--- src/rtl/fifo_write_arbiter_if.sv ---
// fifo_write_arbiter_if
//   Bundles the producer streams and the FIFO write port seen by the
//   arbiter.
//   slave  : arbiter side (consumes req_*, fifo_full; drives the rest)
//   master : environment side (producers + FIFO)
//   req_valid/req_data/req_ready : NUM_REQ byte streams, byte i at [8i+7:8i]
//   fifo_full                    : FIFO full flag
//   fifo_data/fifo_write_en      : FIFO write port
//   grant_id/beat_count          : last granted producer, forwarded byte count
`timescale 1ns/1ps
interface fifo_write_arbiter_if #(
  parameter int NUM_REQ = 4
);
  logic [NUM_REQ-1:0]   req_valid;
  logic [8*NUM_REQ-1:0] req_data;
  logic [NUM_REQ-1:0]   req_ready;
  logic                 fifo_full;
  logic [7:0]           fifo_data;
  logic                 fifo_write_en;
  logic [2:0]           grant_id;
  logic [15:0]          beat_count;

  modport slave (
    input  req_valid, req_data, fifo_full,
    output req_ready, fifo_data, fifo_write_en, grant_id, beat_count
  );

  modport master (
    output req_valid, req_data, fifo_full,
    input  req_ready, fifo_data, fifo_write_en, grant_id, beat_count
  );
endinterface

--- src/rtl/fifo_write_arbiter.sv ---
// fifo_write_arbiter
//   Round-robin arbiter sharing one 8-bit FIFO write port among NUM_REQ
//   valid/ready producers, all in the clk1 domain. The write path is
//   combinational: the winner's byte and write_en go straight to the FIFO
//   and are captured on the same clk1 edge as the handshake, so fifo_full
//   gates ready directly and no byte is ever dropped.
//   Ports:
//     clk1   : sampling clock, all state on its rising edge
//     reset  : asynchronous active-high reset
//     bus    : fifo_write_arbiter_if.slave (producer streams, FIFO port,
//              grant_id, beat_count)
//   Parameters: NUM_REQ (2..8), MAX_BURST (1..15, burst lock only)
//   Build option: ARB_BURST_LOCK_EN -- when defined, a granted producer
//   keeps the port for up to MAX_BURST consecutive beats while it holds
//   valid (LOCK state + burst_cnt). Undefined: strict per-beat round robin.
`timescale 1ns/1ps

// Per-producer byte gate: a lane contributes its byte only when it is the
// one completing a handshake, so the output mux is a plain OR of lanes.
module fwa_lane (
  input  logic       valid,
  input  logic       ready,
  input  logic [7:0] data,
  output logic [7:0] data_o
);
  assign data_o = (valid & ready) ? data : 8'h00;
endmodule

module fifo_write_arbiter #(
  parameter int NUM_REQ   = 4,
  parameter int MAX_BURST = 4
) (
  input logic                  clk1,
  input logic                  reset,
  fifo_write_arbiter_if.slave  bus
);
  localparam int IW = $clog2(NUM_REQ);

  typedef enum logic {IDLE = 1'b0, LOCK = 1'b1} state_t;

  state_t                  state, state_nxt;
  logic [IW-1:0]           last, last_nxt;
  logic [IW-1:0]           winner, rr_idx;
  logic [NUM_REQ-1:0]      elig, ready;
  logic                    any_win, lock_hold, xfer;
  logic [NUM_REQ-1:0][7:0] lane_data;
  logic [7:0]              data_mux;
  logic [15:0]             beat_cnt;
`ifdef ARB_BURST_LOCK_EN
  logic [3:0]              burst_cnt, burst_nxt, burst_inc;
`endif

  // Owner still streaming in LOCK: it alone is eligible. If it dropped
  // valid, the cycle falls back to normal round robin.
  assign lock_hold = (state == LOCK) && bus.req_valid[last];

  always_comb begin
    elig = bus.req_valid;
    if (lock_hold) begin
      elig       = '0;
      elig[last] = 1'b1;
    end
  end

  // Rotating priority starting just after the last grant.
  always_comb begin
    any_win = 1'b0;
    winner  = '0;
    rr_idx  = '0;
    for (int k = 0; k < NUM_REQ; k++) begin
      rr_idx = IW'((int'(last) + 1 + k) % NUM_REQ);
      if (!any_win && elig[rr_idx]) begin
        any_win = 1'b1;
        winner  = rr_idx;
      end
    end
  end

  // Reset and full both force ready low combinationally.
  always_comb begin
    ready = '0;
    if (!reset && !bus.fifo_full && any_win)
      ready[winner] = 1'b1;
  end

  assign xfer = |(bus.req_valid & ready);

  generate
    for (genvar i = 0; i < NUM_REQ; i++) begin : g_lane
      fwa_lane u_lane (
        .valid  (bus.req_valid[i]),
        .ready  (ready[i]),
        .data   (bus.req_data[8*i +: 8]),
        .data_o (lane_data[i])
      );
    end
  endgenerate

  always_comb begin
    data_mux = 8'h00;
    for (int i = 0; i < NUM_REQ; i++)
      data_mux = data_mux | lane_data[i];
  end

  assign bus.req_ready     = ready;
  assign bus.fifo_write_en = xfer;
  assign bus.fifo_data     = data_mux;
  assign bus.grant_id      = 3'(last);
  assign bus.beat_count    = beat_cnt;

  // Next-state / grant bookkeeping.
  always_comb begin
    state_nxt = state;
    last_nxt  = last;
`ifdef ARB_BURST_LOCK_EN
    burst_nxt = burst_cnt;
    burst_inc = burst_cnt + 4'd1;
    if (xfer) begin
      if (lock_hold) begin
        burst_nxt = burst_inc;
        if (burst_inc >= 4'(MAX_BURST))
          state_nxt = IDLE;
      end else begin
        // Fresh grant (from IDLE, or LOCK released this cycle).
        last_nxt  = winner;
        burst_nxt = 4'd1;
        state_nxt = (MAX_BURST > 1) ? LOCK : IDLE;
      end
    end else if (state == LOCK && !lock_hold) begin
      state_nxt = IDLE;
    end
    // fifo_full with lock_hold: no xfer, lock and burst_cnt held.
`else
    state_nxt = IDLE;
    if (xfer)
      last_nxt = winner;
`endif
  end

  always_ff @(posedge clk1 or posedge reset) begin
    if (reset) begin
      state     <= IDLE;
      last      <= IW'(NUM_REQ - 1);
      beat_cnt  <= 16'h0000;
`ifdef ARB_BURST_LOCK_EN
      burst_cnt <= 4'd0;
`endif
    end else begin
      state <= state_nxt;
      last  <= last_nxt;
      if (xfer && beat_cnt != 16'hFFFF)
        beat_cnt <= beat_cnt + 16'd1;
`ifdef ARB_BURST_LOCK_EN
      burst_cnt <= burst_nxt;
`endif
    end
  end
endmodule
--- src/flat_wrapper.sv ---
// flat-port wrapper written by rule: the top's interface ports become plain ports
module fifo_write_arbiter_flat 
#(
  parameter int NUM_REQ   = 4,
  parameter int MAX_BURST = 4
)
  (clk1, reset, bus_req_valid, bus_req_data, bus_fifo_full, bus_req_ready, bus_fifo_data, bus_fifo_write_en, bus_grant_id, bus_beat_count);
  fifo_write_arbiter_if #(.NUM_REQ(NUM_REQ)) bus_i ();
  input logic clk1;
  input logic reset;
  input wire logic [$bits(bus_i.req_valid)-1:0] bus_req_valid;
  input wire logic [$bits(bus_i.req_data)-1:0] bus_req_data;
  input wire logic [$bits(bus_i.fifo_full)-1:0] bus_fifo_full;
  output wire logic [$bits(bus_i.req_ready)-1:0] bus_req_ready;
  output wire logic [$bits(bus_i.fifo_data)-1:0] bus_fifo_data;
  output wire logic [$bits(bus_i.fifo_write_en)-1:0] bus_fifo_write_en;
  output wire logic [$bits(bus_i.grant_id)-1:0] bus_grant_id;
  output wire logic [$bits(bus_i.beat_count)-1:0] bus_beat_count;
  assign bus_i.req_valid = bus_req_valid;
  assign bus_i.req_data = bus_req_data;
  assign bus_i.fifo_full = bus_fifo_full;
  assign bus_req_ready = bus_i.req_ready;
  assign bus_fifo_data = bus_i.fifo_data;
  assign bus_fifo_write_en = bus_i.fifo_write_en;
  assign bus_grant_id = bus_i.grant_id;
  assign bus_beat_count = bus_i.beat_count;
  fifo_write_arbiter #(.NUM_REQ(NUM_REQ), .MAX_BURST(MAX_BURST)) u_core (.clk1(clk1), .reset(reset), .bus(bus_i));
endmodule
--- config.mk ---
export PLATFORM = sky130hd
export DESIGN_NAME = fifo_write_arbiter_flat
export DESIGN_NICKNAME = d
export VERILOG_FILES = /design/src/rtl/fifo_write_arbiter_if.sv /design/src/rtl/fifo_write_arbiter.sv /design/src/flat_wrapper.sv
export SDC_FILE = /design/constraint.sdc
export NUM_CORES = 1
export LEC_CHECK = 0
export CAP_MARGIN = 20
export CORE_UTILIZATION = 36
export CTS_BUF_LIST = sky130_fd_sc_hd__clkbuf_8
export CTS_CLUSTER_DIAMETER = 30
export CTS_CLUSTER_SIZE = 24
export DETAILED_ROUTE_END_ITERATION = 8
export GPL_TIMING_DRIVEN = 1
export PLACE_DENSITY = 0.83
export SYNTH_ARGS = -nofsm -noshare
export SYNTH_HDL_FRONTEND = slang
export SYNTH_SLANG_ARGS = --single-unit
--- constraint.sdc ---
create_clock -name clk1 -period 1.85 [get_ports clk1]
set_input_delay 0.37 -clock clk1 [delete_from_list [all_inputs] [get_ports clk1]]
set_output_delay 0.37 -clock clk1 [all_outputs]
set_load 0.02 [all_outputs]
==> flow_summary_export.csv <==
group,metric,value,unit
clock_tree,clk_pin_slew,70,ps
grt,grt_pass1_vias,1391,
clock_tree,cts_buffer_depth,2,
worst_setup_path,required,1480,ps
worst_setup_path,path_common_cell,"buf_6",
drt,drt_wl_total,5.04,mm
worst_setup_path,max_stage_delay,590,ps
worst_setup_path,crit_fanout,7,
worst_setup_path,cp-end-kind,"output pin",
clock_tree,insertion_delay,250,ps
worst_setup_path,r2r_slack,90,ps
timing,finalSetupViolations,13,
timing,period_minus_slack,2470,ps
synth,yosysTopAreaCell,"dfrtp_1",
place,place.gp.congestion,0.792,
clock_tree,cts_tree,"done",
grt,gr-total-overflow,0,
timing,max_freq,0.405,GHz
finish,layout-drive-gt1-share,41.4,%
worst_setup_path,cpMaxStageDelayCell,"dfstp_2",
grt,grt_max_degree,19,
clock_tree,cts_root_buf,"clkbuf_8",
synth,seq_area_frac_synth,35.8,%
worst_setup_path,worstPathArrival,2100,ps
worst_setup_path,r2r-end,"u_core.bus.beat_count[3]",
timing,finClkSkew,4.85,ps
timing,fin_ws,-621,ps
worst_setup_path,ff2ff_path_depth,6,
drt,ant_nets,0,
worst_setup_path,critPathLaunchType,"flop",
grt,grt_use_total,23.9,%
timing,finalCritPeriodShare,134,%
drt,vias_per_cell,5.44,
worst_hold_path,hold_path_class,"in -> async",
timing,slew_viol_final,0,
clock_tree,htree_levels,1,
synth,ys_seq_elements,18,
timing,rsz0062_at_grt,"yes",
worst_setup_path,crit_cells,8,
floorplan,rows,21,
synth,yosys.area.top_type_share,31.7,%
place,hpwl,3.05,mm
drt,wire_per_inst,18.8,um
worst_setup_path,critical_path.top_delay_family,"flip-flops",
worst_setup_path,crit_buf_inv,3,
synth,syn-mean-instance-area,9.81,um2
synth,ys_types,36,
grt,antenna_found_initial,0,
place,io_buffer_count,69,
place,pre_cts_slack,-1080,ps
worst_setup_path,critPathKind,"reg -> out",
drt,drt-pass1-iter-count,5,
timing,setup_tns,-6350,ps
synth,async_flop_share,100,%
drt,drc_errors,0,
floorplan,fp.coreArea,3360,um2
synth,synth-edff-count,0,
synth,syn-num-nets,169,
worst_setup_path,crit_start,"u_core.last[0]",
synth,synthTopCellsByArea,"dfrtp_1 32%, mux2i_1 13%, xnor2_1 5.5%, o22ai_1 4.5%, dfstp_2 4.2%",
finish,area_growth,100,%
floorplan,die_area,3750,um2
floorplan,fp.dieW,61.3,um
worst_setup_path,r2r_start,"u_core.bus.beat_count[0]",
power_and_ir_drop,peakVddDrop,0.000876,V
synth,syn_inst,129,
clock_tree,ctsHoldBuffers,0,
floorplan,initial_core_util,37.6,%
run,max_cap_violations,0,
worst_setup_path,timing.critical_path.to,"bus_fifo_data[5]",
drt,drtIter0Drc,48,
synth,ys_dominant_reg_cell,"dfrtp_1",
floorplan,io_pins,71,
finish,antenna_cells,0,
synth,netlist_area,1260,um2
power_and_ir_drop,p_leak,1.07,nW
power_and_ir_drop,power.density,868,nW/um2
floorplan,die_h,61.3,um
clock_tree,cts_buffers,3,
finish,final_nets,263,
synth,synth_warnings,0,
run_status,status,"finished with violations",
clock_tree,cts_sinks,18,
run_status,violations,"setup timing",
worst_setup_path,critical_path.cell_chain,"nand2b_4, a21o_1, o311ai_4, buf_6, buf_12, mux2i_2, o22ai_2, buf_6",
grt,grt_pass1_wl,6.40,mm
timing,hold_viol,0,
drt,vias,1459,
==> layout make-up <==
type	instances	area (um2)
timing repair buffer	98	986
multi-input combinational	99	966
fill	209	831
sequential	18	453
tap	46	57.6
clock buffer	4	55.1
inverter	3	15.0
==> flip-flops by register name (all words and copies together), names as in the netlist <==
| signal | count |
|---|---|
| u_core.last | 2 |
| u_core.bus.beat_count | 16 |
==> worst min-delay path, stage by stage <==
cell and delay [ps]:
dlygate4sd2_1 240, inv_1 50, buf_4 240
==> logic make-up (layout without fill, tap and decap cells) <==
kind of cell | after synthesis | after routing | synth area share, %
AOI/OAI and AO/OA | 17 | 17 | 10.3
xor gates and xnor gates | 13 | 13 | 9.00
adders and majority gates | 1 | 1 | 0.989
buffers and inverters | 12 | 105 | 5.64
DFF | 18 | 18 | 35.8
muxes | 17 | 17 | 13.8
other | 1 | 1 | 0.296
and+or+nand+nor | 50 | 50 | 24.1
==> power breakdown <==
| group | switching [mW] | total, mW | internal (mW) |
|---|---|---|---|
| clock | 0.127 | 0.316 | 0.189 |
| sequential | 0.139 | 0.623 | 0.484 |
| combinational | 0.564 | 1.26 | 0.694 |
| total | 0.830 | 2.20 | 1.37 |
==> through the flow <==
stage	instances	cell area [um2]	hold slack (ps)	power [mW]	util, %
global route	268	2530	309	2.29	75.3
CTS	264	2420	288	2.07	72.1
finish	268	2530	277	2.20	75.3
floorplan	129	1370	307	1.13	-
detailed placement	253	2200	478	1.59	65.5
global placement	253	2200	472	1.56	65.5
==> synthesized netlist by cell type (2+ instances only) <==
library cell and count:
dfrtp_1 16, buf_2 3, nand2_1 10, nor2_1 11, a21oi_1 2, nor4_4 2
o22ai_1 9, nand4_1 3, inv_1 3, mux2i_1 16, dfstp_2 2, buf_4 6
xnor2_1 8, xor2_1 5, nor2b_1 3, nand3_1 6, nand2b_1 3, and3_1 2
nor4_1 2
==> how the worst min path moves through the flow <==
stage                        start                        to  slack (ps)
finish                       reset  u_core.bus.beat_count[6]         280
global route                 reset  u_core.bus.beat_count[6]         310
CTS                          reset  u_core.bus.beat_count[1]         290
detailed placement  u_core.last[0]            u_core.last[0]         480
global placement    u_core.last[0]            u_core.last[0]         470
floorplan                    reset  u_core.bus.beat_count[0]         310
==> repair_timing <==
action	4_1_cts	5_1_grt
endpoints found under the hold margin	0	0
setup endpoints to repair	29	16
gates cloned	2	0
buffers inserted	5	4
pin swaps	6	4
gates resized for setup	106	16
==> per-layer routing <==
| layer | up-vias | global-route usage, % | part of all wire, % | wire length, um |
|---|---|---|---|---|
| met2 | 87 | 43.0 | 51 | 2550 |
| li1 | 650 | - | - | - |
| met4 | 0 | 12.3 | 4.7 | 238 |
| met1 | 698 | 25.8 | 35 | 1780 |
| met5 | - | 0 | 0 | 0 |
| met3 | 24 | 5.88 | 9.3 | 469 |
==> cells in the final DEF, fill, tap and decap left out, drive strengths merged, types with 2 or more instances in the layout <==
| master | synthesis | layout |
|---|---|---|
| xor2 | 5 | 5 |
| and3 | 2 | 2 |
| clkbuf | 0 | 4 |
| nor3 | 2 | 2 |
| nor4 | 4 | 4 |
| nor2b | 3 | 3 |
| clkdlybuf4s50 | 0 | 48 |
| nand2b | 3 | 3 |
| o22ai | 9 | 9 |
| clkdlybuf4s15 | 0 | 4 |
| nor2 | 12 | 12 |
| nand2 | 10 | 10 |
| dlygate4sd2 | 0 | 4 |
| nand4 | 3 | 3 |
| nand3 | 7 | 7 |
| xnor2 | 8 | 8 |
| dfstp | 2 | 2 |
| dfrtp | 16 | 16 |
| buf | 9 | 42 |
| and4 | 2 | 2 |
| mux2i | 16 | 16 |
| inv | 3 | 2 |
| a21oi | 2 | 2 |
No activity file was read; power rests on OpenSTA's default activity.
